**src/rtl/bram_arbiter_if.sv**
```systemverilog
// rtl/bram_arbiter_if.sv - switch, requester, BRAM and processor-control signals of bram_arbiter
interface bram_arbiter_if #(
    parameter int ADDR_W = 16,
    parameter int DATA_W = 16
);
    logic [2:0]        ctrlSw;
    logic              io_req;
    logic              io_we;
    logic [ADDR_W-1:0] io_addr;
    logic [DATA_W-1:0] io_wdata;
    logic              io_done;
    logic              io_ack;
    logic [DATA_W-1:0] io_rdata;
    logic              pro_req;
    logic              pro_we;
    logic [ADDR_W-1:0] pro_addr;
    logic [DATA_W-1:0] pro_wdata;
    logic              pro_halt;
    logic              pro_ack;
    logic [DATA_W-1:0] pro_rdata;
    logic              bram_we;
    logic [ADDR_W-1:0] bram_addr;
    logic [DATA_W-1:0] bram_din;
    logic [DATA_W-1:0] bram_dout;
    logic              pro_en;
    logic              clr;
    logic              send;
    logic [2:0]        state;
    logic              prot_err;

    modport slave (
        input  ctrlSw, io_req, io_we, io_addr, io_wdata, io_done,
        input  pro_req, pro_we, pro_addr, pro_wdata, pro_halt, bram_dout,
        output io_ack, io_rdata, pro_ack, pro_rdata,
        output bram_we, bram_addr, bram_din, pro_en, clr, send, state, prot_err
    );

    modport master (
        output ctrlSw, io_req, io_we, io_addr, io_wdata, io_done,
        output pro_req, pro_we, pro_addr, pro_wdata, pro_halt, bram_dout,
        input  io_ack, io_rdata, pro_ack, pro_rdata,
        input  bram_we, bram_addr, bram_din, pro_en, clr, send, state, prot_err
    );
endinterface

```
**src/rtl/bram_arbiter.sv**
```systemverilog
// rtl/bram_arbiter.sv - single-port BRAM owner sequencing UART load, processor run and UART dump
// Optional BRAM_ARB_WPROTECT_EN: blocks processor writes below PROG_WORDS and flags prot_err.
module bram_arbiter #(
    parameter int                ADDR_W     = 16,
    parameter int                DATA_W     = 16,
    parameter int                CLR_CYCLES = 4,
    parameter logic [ADDR_W-1:0] PROG_WORDS = 16'h0400
) (
    input  logic          clk_100,
    input  logic          rst,
    bram_arbiter_if.slave bus
);
`ifdef BRAM_ARB_WPROTECT_EN
    localparam logic PROTECT = 1'b1;
`else
    localparam logic PROTECT = 1'b0;
`endif
    localparam int CNT_W = (CLR_CYCLES > 1) ? $clog2(CLR_CYCLES) : 1;

    typedef enum logic [2:0] {
        S_IDLE = 3'd0, S_LOAD = 3'd1, S_CLR = 3'd2,
        S_RUN  = 3'd3, S_HALT = 3'd4, S_DUMP = 3'd5
    } state_t;
    typedef enum logic [1:0] {PH_IDLE, PH_ISSUE, PH_WAIT} phase_t;

    state_t            state_q, state_d;
    phase_t            phase_q, phase_d;
    logic [CNT_W-1:0]  cnt_q, cnt_d;
    logic              src_pro_q, src_pro_d;
    logic [2:0]        sw_meta_q, mode_q;
    logic              bram_we_q, bram_we_d;
    logic [ADDR_W-1:0] bram_addr_q, bram_addr_d;
    logic [DATA_W-1:0] bram_din_q, bram_din_d;
    logic              io_ack_q, io_ack_d, pro_ack_q, pro_ack_d;
    logic [DATA_W-1:0] io_rdata_q, io_rdata_d, pro_rdata_q, pro_rdata_d;
    logic              pro_en_q, pro_en_d, clr_q, clr_d, send_q, send_d;
    logic              prot_err_q, prot_err_d;
    logic              mode_load, mode_run, mode_stop, bus_idle, prot_hit;

    always_comb begin
        state_d     = state_q;
        phase_d     = phase_q;
        cnt_d       = cnt_q;
        src_pro_d   = src_pro_q;
        bram_we_d   = 1'b0;
        bram_addr_d = bram_addr_q;
        bram_din_d  = bram_din_q;
        io_ack_d    = 1'b0;
        pro_ack_d   = 1'b0;
        io_rdata_d  = io_rdata_q;
        pro_rdata_d = pro_rdata_q;
        prot_err_d  = prot_err_q;
        mode_load   = (mode_q == 3'b010);
        mode_run    = (mode_q == 3'b001);
        mode_stop   = !mode_load && !mode_run;
        bus_idle    = (phase_q == PH_IDLE);
        prot_hit    = PROTECT && bus.pro_we && (bus.pro_addr < PROG_WORDS);

        case (state_q)
            S_IDLE: begin
                if (mode_load) begin
                    state_d = S_LOAD;
                end else if (mode_run) begin
                    state_d    = S_CLR;
                    cnt_d      = '0;
                    prot_err_d = 1'b0;
                end
            end
            S_LOAD: if (!mode_load && bus_idle) state_d = S_IDLE;
            S_CLR: begin
                if (cnt_q == CNT_W'(CLR_CYCLES - 1)) state_d = S_RUN;
                else cnt_d = cnt_q + 1'b1;
            end
            S_RUN: begin
                if (bus.pro_halt) state_d = S_HALT;
                else if (mode_stop && bus_idle) state_d = S_IDLE;
            end
            S_HALT: state_d = S_DUMP;
            S_DUMP: if (bus.io_done || (mode_stop && bus_idle)) state_d = S_IDLE;
            default: state_d = S_IDLE;
        endcase

        // New accesses start only while ownership is stable; an in-flight one always finishes.
        if (bus_idle) begin
            if (state_d == state_q && (state_q == S_LOAD || state_q == S_DUMP) && bus.io_req) begin
                phase_d     = PH_ISSUE;
                src_pro_d   = 1'b0;
                bram_addr_d = bus.io_addr;
                bram_din_d  = bus.io_wdata;
                bram_we_d   = bus.io_we && (state_q == S_LOAD);
            end else if (state_d == state_q && state_q == S_RUN && bus.pro_req) begin
                phase_d     = PH_ISSUE;
                src_pro_d   = 1'b1;
                bram_addr_d = bus.pro_addr;
                bram_din_d  = bus.pro_wdata;
                bram_we_d   = bus.pro_we && !prot_hit;
                if (prot_hit) prot_err_d = 1'b1;
            end
        end else if (phase_q == PH_ISSUE) begin
            phase_d = PH_WAIT;
        end else begin
            phase_d = PH_IDLE;
            if (src_pro_q) begin
                pro_ack_d   = 1'b1;
                pro_rdata_d = bus.bram_dout;
            end else begin
                io_ack_d    = 1'b1;
                io_rdata_d  = bus.bram_dout;
            end
        end

        clr_d    = (state_d == S_CLR);
        pro_en_d = (state_d == S_RUN);
        send_d   = (state_d == S_HALT);
    end

    always_ff @(posedge clk_100) begin
        if (rst) begin
            state_q     <= S_IDLE;
            phase_q     <= PH_IDLE;
            cnt_q       <= '0;
            src_pro_q   <= 1'b0;
            sw_meta_q   <= 3'b000;
            mode_q      <= 3'b000;
            bram_we_q   <= 1'b0;
            bram_addr_q <= '0;
            bram_din_q  <= '0;
            io_ack_q    <= 1'b0;
            pro_ack_q   <= 1'b0;
            io_rdata_q  <= '0;
            pro_rdata_q <= '0;
            pro_en_q    <= 1'b0;
            clr_q       <= 1'b0;
            send_q      <= 1'b0;
            prot_err_q  <= 1'b0;
        end else begin
            state_q     <= state_d;
            phase_q     <= phase_d;
            cnt_q       <= cnt_d;
            src_pro_q   <= src_pro_d;
            sw_meta_q   <= bus.ctrlSw;
            mode_q      <= sw_meta_q;
            bram_we_q   <= bram_we_d;
            bram_addr_q <= bram_addr_d;
            bram_din_q  <= bram_din_d;
            io_ack_q    <= io_ack_d;
            pro_ack_q   <= pro_ack_d;
            io_rdata_q  <= io_rdata_d;
            pro_rdata_q <= pro_rdata_d;
            pro_en_q    <= pro_en_d;
            clr_q       <= clr_d;
            send_q      <= send_d;
            prot_err_q  <= prot_err_d;
        end
    end

    assign bus.bram_we   = bram_we_q;
    assign bus.bram_addr = bram_addr_q;
    assign bus.bram_din  = bram_din_q;
    assign bus.io_ack    = io_ack_q;
    assign bus.io_rdata  = io_rdata_q;
    assign bus.pro_ack   = pro_ack_q;
    assign bus.pro_rdata = pro_rdata_q;
    assign bus.pro_en    = pro_en_q;
    assign bus.clr       = clr_q;
    assign bus.send      = send_q;
    assign bus.state     = state_q;
    assign bus.prot_err  = prot_err_q;
endmodule

```
**src/flat_wrapper.sv**
```systemverilog
// flat-port wrapper written by rule: the top's interface ports become plain ports
module bram_arbiter_flat 
#(
    parameter int                ADDR_W     = 16,
    parameter int                DATA_W     = 16,
    parameter int                CLR_CYCLES = 4,
    parameter logic [ADDR_W-1:0] PROG_WORDS = 16'h0400
)
  (clk_100, rst, bus_ctrlSw, bus_io_req, bus_io_we, bus_io_addr, bus_io_wdata, bus_io_done, bus_pro_req, bus_pro_we, bus_pro_addr, bus_pro_wdata, bus_pro_halt, bus_bram_dout, bus_io_ack, bus_io_rdata, bus_pro_ack, bus_pro_rdata, bus_bram_we, bus_bram_addr, bus_bram_din, bus_pro_en, bus_clr, bus_send, bus_state, bus_prot_err);
  bram_arbiter_if #(.ADDR_W(ADDR_W), .DATA_W(DATA_W)) bus_i ();
  input  logic clk_100;
  input  logic rst;
  input wire logic [$bits(bus_i.ctrlSw)-1:0] bus_ctrlSw;
  input wire logic [$bits(bus_i.io_req)-1:0] bus_io_req;
  input wire logic [$bits(bus_i.io_we)-1:0] bus_io_we;
  input wire logic [$bits(bus_i.io_addr)-1:0] bus_io_addr;
  input wire logic [$bits(bus_i.io_wdata)-1:0] bus_io_wdata;
  input wire logic [$bits(bus_i.io_done)-1:0] bus_io_done;
  input wire logic [$bits(bus_i.pro_req)-1:0] bus_pro_req;
  input wire logic [$bits(bus_i.pro_we)-1:0] bus_pro_we;
  input wire logic [$bits(bus_i.pro_addr)-1:0] bus_pro_addr;
  input wire logic [$bits(bus_i.pro_wdata)-1:0] bus_pro_wdata;
  input wire logic [$bits(bus_i.pro_halt)-1:0] bus_pro_halt;
  input wire logic [$bits(bus_i.bram_dout)-1:0] bus_bram_dout;
  output wire logic [$bits(bus_i.io_ack)-1:0] bus_io_ack;
  output wire logic [$bits(bus_i.io_rdata)-1:0] bus_io_rdata;
  output wire logic [$bits(bus_i.pro_ack)-1:0] bus_pro_ack;
  output wire logic [$bits(bus_i.pro_rdata)-1:0] bus_pro_rdata;
  output wire logic [$bits(bus_i.bram_we)-1:0] bus_bram_we;
  output wire logic [$bits(bus_i.bram_addr)-1:0] bus_bram_addr;
  output wire logic [$bits(bus_i.bram_din)-1:0] bus_bram_din;
  output wire logic [$bits(bus_i.pro_en)-1:0] bus_pro_en;
  output wire logic [$bits(bus_i.clr)-1:0] bus_clr;
  output wire logic [$bits(bus_i.send)-1:0] bus_send;
  output wire logic [$bits(bus_i.state)-1:0] bus_state;
  output wire logic [$bits(bus_i.prot_err)-1:0] bus_prot_err;
  assign bus_i.ctrlSw = bus_ctrlSw;
  assign bus_i.io_req = bus_io_req;
  assign bus_i.io_we = bus_io_we;
  assign bus_i.io_addr = bus_io_addr;
  assign bus_i.io_wdata = bus_io_wdata;
  assign bus_i.io_done = bus_io_done;
  assign bus_i.pro_req = bus_pro_req;
  assign bus_i.pro_we = bus_pro_we;
  assign bus_i.pro_addr = bus_pro_addr;
  assign bus_i.pro_wdata = bus_pro_wdata;
  assign bus_i.pro_halt = bus_pro_halt;
  assign bus_i.bram_dout = bus_bram_dout;
  assign bus_io_ack = bus_i.io_ack;
  assign bus_io_rdata = bus_i.io_rdata;
  assign bus_pro_ack = bus_i.pro_ack;
  assign bus_pro_rdata = bus_i.pro_rdata;
  assign bus_bram_we = bus_i.bram_we;
  assign bus_bram_addr = bus_i.bram_addr;
  assign bus_bram_din = bus_i.bram_din;
  assign bus_pro_en = bus_i.pro_en;
  assign bus_clr = bus_i.clr;
  assign bus_send = bus_i.send;
  assign bus_state = bus_i.state;
  assign bus_prot_err = bus_i.prot_err;
  bram_arbiter #(.ADDR_W(ADDR_W), .DATA_W(DATA_W), .CLR_CYCLES(CLR_CYCLES), .PROG_WORDS(PROG_WORDS)) u_core (.clk_100(clk_100), .rst(rst), .bus(bus_i));
endmodule
```
**config.mk**
```make
export PLATFORM = sky130hd
export DESIGN_NAME = bram_arbiter_flat
export DESIGN_NICKNAME = d
export VERILOG_FILES = /design/src/rtl/bram_arbiter_if.sv /design/src/rtl/bram_arbiter.sv /design/src/flat_wrapper.sv
export SDC_FILE = /design/constraint.sdc
export NUM_CORES = 1
export LEC_CHECK = 0
export CORE_ASPECT_RATIO = 1.5
export CORE_UTILIZATION = 45
export CTS_CLUSTER_DIAMETER = 50
export CTS_CLUSTER_SIZE = 40
export DETAILED_ROUTE_END_ITERATION = 6
export GPL_TIMING_DRIVEN = 0
export HOLD_SLACK_MARGIN = 0.02
export PLACE_DENSITY_LB_ADDON = 0.15
export REMOVE_ABC_BUFFERS = 1
export SLEW_MARGIN = 5
export SYNTH_ARGS = -nofsm -noshare
export SYNTH_HDL_FRONTEND = slang
export SYNTH_SLANG_ARGS = --single-unit
export TNS_END_PERCENT = 50
```
**constraint.sdc**
```tcl
create_clock -name clk_100 -period 3.5 [get_ports clk_100]
set_clock_uncertainty 0.1 [all_clocks]
set_input_delay 0.525 -clock clk_100 [delete_from_list [all_inputs] [get_ports clk_100]]
set_output_delay 0.525 -clock clk_100 [all_outputs]
set_load 0.02 [all_outputs]
```
==> results.sh <==
export IMPL_run_status="finished, final reports clean"
export IMPL_wp_data_arrival_ps=3020
export IMPL_final_net_count=617
export IMPL_hold_viol=0
export IMPL_max_clock_freq_mhz=343
export IMPL_seqCellArea_um2=1680
export IMPL_synthesized_area_per_cell_um2=9.62
export IMPL_grt_antenna_before_repair=0
export IMPL_ioPinCount=165
export IMPL_critPathKind="reg2reg"
export IMPL_width_of_the_chip_um=75.1
export IMPL_wl_mm=9.01
export IMPL_worst_margin_pin_slew_ps=1120
export IMPL_route_vias_total=3180
export IMPL_clock_sink_count=84
export IMPL_ant_nets=0
export IMPL_synth_cell_type_count=44
export IMPL_post_synthesis_to_final_layout_area_growth_pct=52.5
export IMPL_post_cts_gate_resize_count=0
export IMPL_synth_async_reset_ratio_pct=0
export IMPL_synth_edf_count=0
export IMPL_drtPass1Iterations=4
export IMPL_synthFlopType="sky130_fd_sc_hd__dfxtp_1"
export IMPL_clk_pin_slew_ps=50
export IMPL_peakVddDrop_v=0.000340
export IMPL_core_um2=7710
export IMPL_remaining_max_slew_budget_at_the_tightest_pin_pct=25.3
export IMPL_via_per_inst=5.03
export IMPL_synth_area_leader_cell="sky130_fd_sc_hd__dfxtp_1"
export IMPL_overflow_after_grt=0
export IMPL_cts_tree="done"
export IMPL_timing_reg2reg_worst_path_depth=8
export IMPL_multiInputGateArea_um2=1680
export IMPL_max_slew_violation_count=0
export IMPL_grt_total_usage_pct=22.0
export IMPL_yosys_warnings=0
export IMPL_clk_latency_ps=330
export IMPL_h_tree_depth=3
export IMPL_initial_core_util_pct=46.8
export IMPL_rows=39
export IMPL_post_route_cells_drive_above_1_share_pct=10.6
export IMPL_post_synth_main_area_contributors="sky130_fd_sc_hd__dfxtp_1 47%, sky130_fd_sc_hd__a211oi_2 10%, sky130_fd_sc_hd__mux2i_1 8.9%, sky130_fd_sc_hd__nand2_1 7.3%, sky130_fd_sc_hd__a21oi_1 5.3%"
export IMPL_drt_iter0_drcs=92
export IMPL_yosys_register_bits=84
export IMPL_post_synth_top_area_fraction_pct=46.6
export IMPL_most_frequent_cells_in_the_layout="162 x sky130_fd_sc_hd__clkdlybuf4s50_1, 84 x sky130_fd_sc_hd__dfxtp_1, 70 x sky130_fd_sc_hd__nand2_1"
export IMPL_place_port_buffers=163
export IMPL_worstPathRequired_ps=3610
export IMPL_routed_wire_length_per_instance_um=14.3
export IMPL_tns_ps=0
export IMPL_global_route_wire_length_before_repair_mm=14.0
export IMPL_die_span_in_y_um=112
export IMPL_critical_path_startpoint_type="register"
export IMPL_post_cts_setup_buffer_count=0
export IMPL_power_leakage_uw=0.00178
export IMPL_final_setup_viol_count=0
export IMPL_mostFrequentLayoutCell="sky130_fd_sc_hd__clkdlybuf4s50_1"
export IMPL_yosysSeqAreaShare_pct=46.6
export IMPL_place_gp_congestion=0.869
export IMPL_hold_crit_depth=1
export IMPL_first_global_vias=3111
export IMPL_synth_cells=375
export IMPL_grt_start_max_net_pins=47
export IMPL_clockBufferDepth=2
export IMPL_min_delay_path_class="reg2reg"
export IMPL_hpwlAfterDp_mm=6.82
export IMPL_power_per_cell_area_nw_per_um2=360
export IMPL_post_layout_nonfiller_instances=632
export IMPL_post_cts_hold_buffer_count=0
export IMPL_cap_viol_max_count=0
export IMPL_grt_setup_unrepaired="false"
export IMPL_cts_inserted_buffers=9
export IMPL_route_detailed_drc=0
export IMPL_syn_cell_area_um2=3610
export IMPL_final_layout_fill_cell_count=625
export IMPL_worst_path_max_fanout=15
export IMPL_post_route_min_period_ps=2910
export IMPL_worst_r2r_setup_slack_ps=590
export IMPL_number_of_antenna_repair_diodes=0
export IMPL_root_buffer="sky130_fd_sc_hd__clkbuf_16"
export IMPL_dieArea_um2=8390
export IMPL_period_utilisation_layout_pct=83.2
export IMPL_placed_cells_incl_taps=616
export IMPL_cp_end_kind="register"
-- registers in the layout, indices dropped and copies added, names as in the netlist --
register / cells
u_core.bus.bram_addr: 16
u_core.sw_meta_q: 3
u_core.bus.pro_ack: 1
u_core.bus.send: 1
u_core.bus.pro_en: 1
u_core.bus.io_rdata: 16
u_core.bus.pro_rdata: 16
u_core.bus.io_ack: 1
u_core.src_pro_q: 1
u_core.bus.state: 3
u_core.mode_q: 3
u_core.cnt_q: 2
u_core.bus.clr: 1
u_core.bus.bram_din: 16
u_core.phase_q: 2
u_core.bus.bram_we: 1
-- final timing paths --
| kind | from | to |
|---|---|---|
| worst max-delay path | u_core.bus.state[2] | u_core.bus.bram_addr[13] |
| worst min-delay path | u_core.sw_meta_q[2] | u_core.mode_q[2] |
| worst min register to register | u_core.sw_meta_q[2] | u_core.mode_q[2] |
| worst max register to register | u_core.bus.state[2] | u_core.bus.bram_addr[13] |
-- synthesized netlist by cell type (4+ instances only) --
cell type	instances
sky130_fd_sc_hd__clkbuf_1	11
sky130_fd_sc_hd__a21oi_1	38
sky130_fd_sc_hd__dfxtp_1	84
sky130_fd_sc_hd__a211oi_2	29
sky130_fd_sc_hd__nand3_1	4
sky130_fd_sc_hd__clkbuf_8	5
sky130_fd_sc_hd__mux2i_1	32
sky130_fd_sc_hd__a211oi_1	5
sky130_fd_sc_hd__nand2_1	70
sky130_fd_sc_hd__nor2b_1	9
sky130_fd_sc_hd__nor2_1	36
-- metal layers --
metal / vias up / wire length [um] / GRT usage [%]
met3: 22 / 926 / 8.60
li1: 1587 / - / -
met2: 134 / 4460 / 37.6
met4: 0 / 243 / 10.8
met1: 1437 / 3390 / 22.6
met5: - / 0 / 0
-- kinds of logic (layout without fill, tap and decap cells) --
logic type | count (synthesis) | count (layout) | synth area share (%)
AOI/OAI and AO/OA | 82 | 82 | 18.7
DFF | 84 | 84 | 46.6
xor gates and xnor gates | 1 | 1 | 0.243
buffers and inverters | 32 | 187 | 7.08
adders and majority gates | 1 | 1 | 0.347
and+or+nand+nor | 142 | 142 | 18.0
other | 1 | 1 | 0.104
muxes | 32 | 32 | 8.88
-- stage by stage --
| stage | hold WS, ps | power (uW) | util (%) | instance area [um^2] | setup WS (ps) |
|---|---|---|---|---|---|
| finish | 332 | 1980 | 71.4 | 5500 | 588 |
| global route | 351 | 2060 | 71.4 | 5500 | 414 |
| CTS | 334 | 2000 | 71.4 | 5500 | 552 |
| detailed placement | 320 | 1170 | 67.9 | 5240 | 467 |
| global placement | 320 | 1160 | 66.4 | 5120 | -1540 |
| floorplan | 314 | 1030 | - | 3360 | -435 |
-- area by class of cell --
class / instances / area share, %
clock buffer: 14 / 4.62
timing repair buffer: 168 / 31.6
inverter: 3 / 0.205
sequential: 84 / 30.6
tap: 102 / 2.32
multi-input combinational: 259 / 30.5
clock inverter: 2 / 0.182
-- report_power, final --
part	internal [uW]	switching (uW)	total, uW
sequential	963	5.67	969
combinational	114	62.8	177
clock	498	337	835
total	1580	406	1980
-- worst max-delay path, cell delays in order (launching register included) --
cell	delay, ps
sky130_fd_sc_hd__dfxtp_1	400
sky130_fd_sc_hd__or4_4	560
sky130_fd_sc_hd__nor3b_2	250
sky130_fd_sc_hd__a2111oi_1	110
sky130_fd_sc_hd__a211oi_4	540
sky130_fd_sc_hd__buf_16	230
sky130_fd_sc_hd__buf_8	200
sky130_fd_sc_hd__mux2i_1	280
sky130_fd_sc_hd__a211oi_2	100
Power figures use the tool's default switching activity.
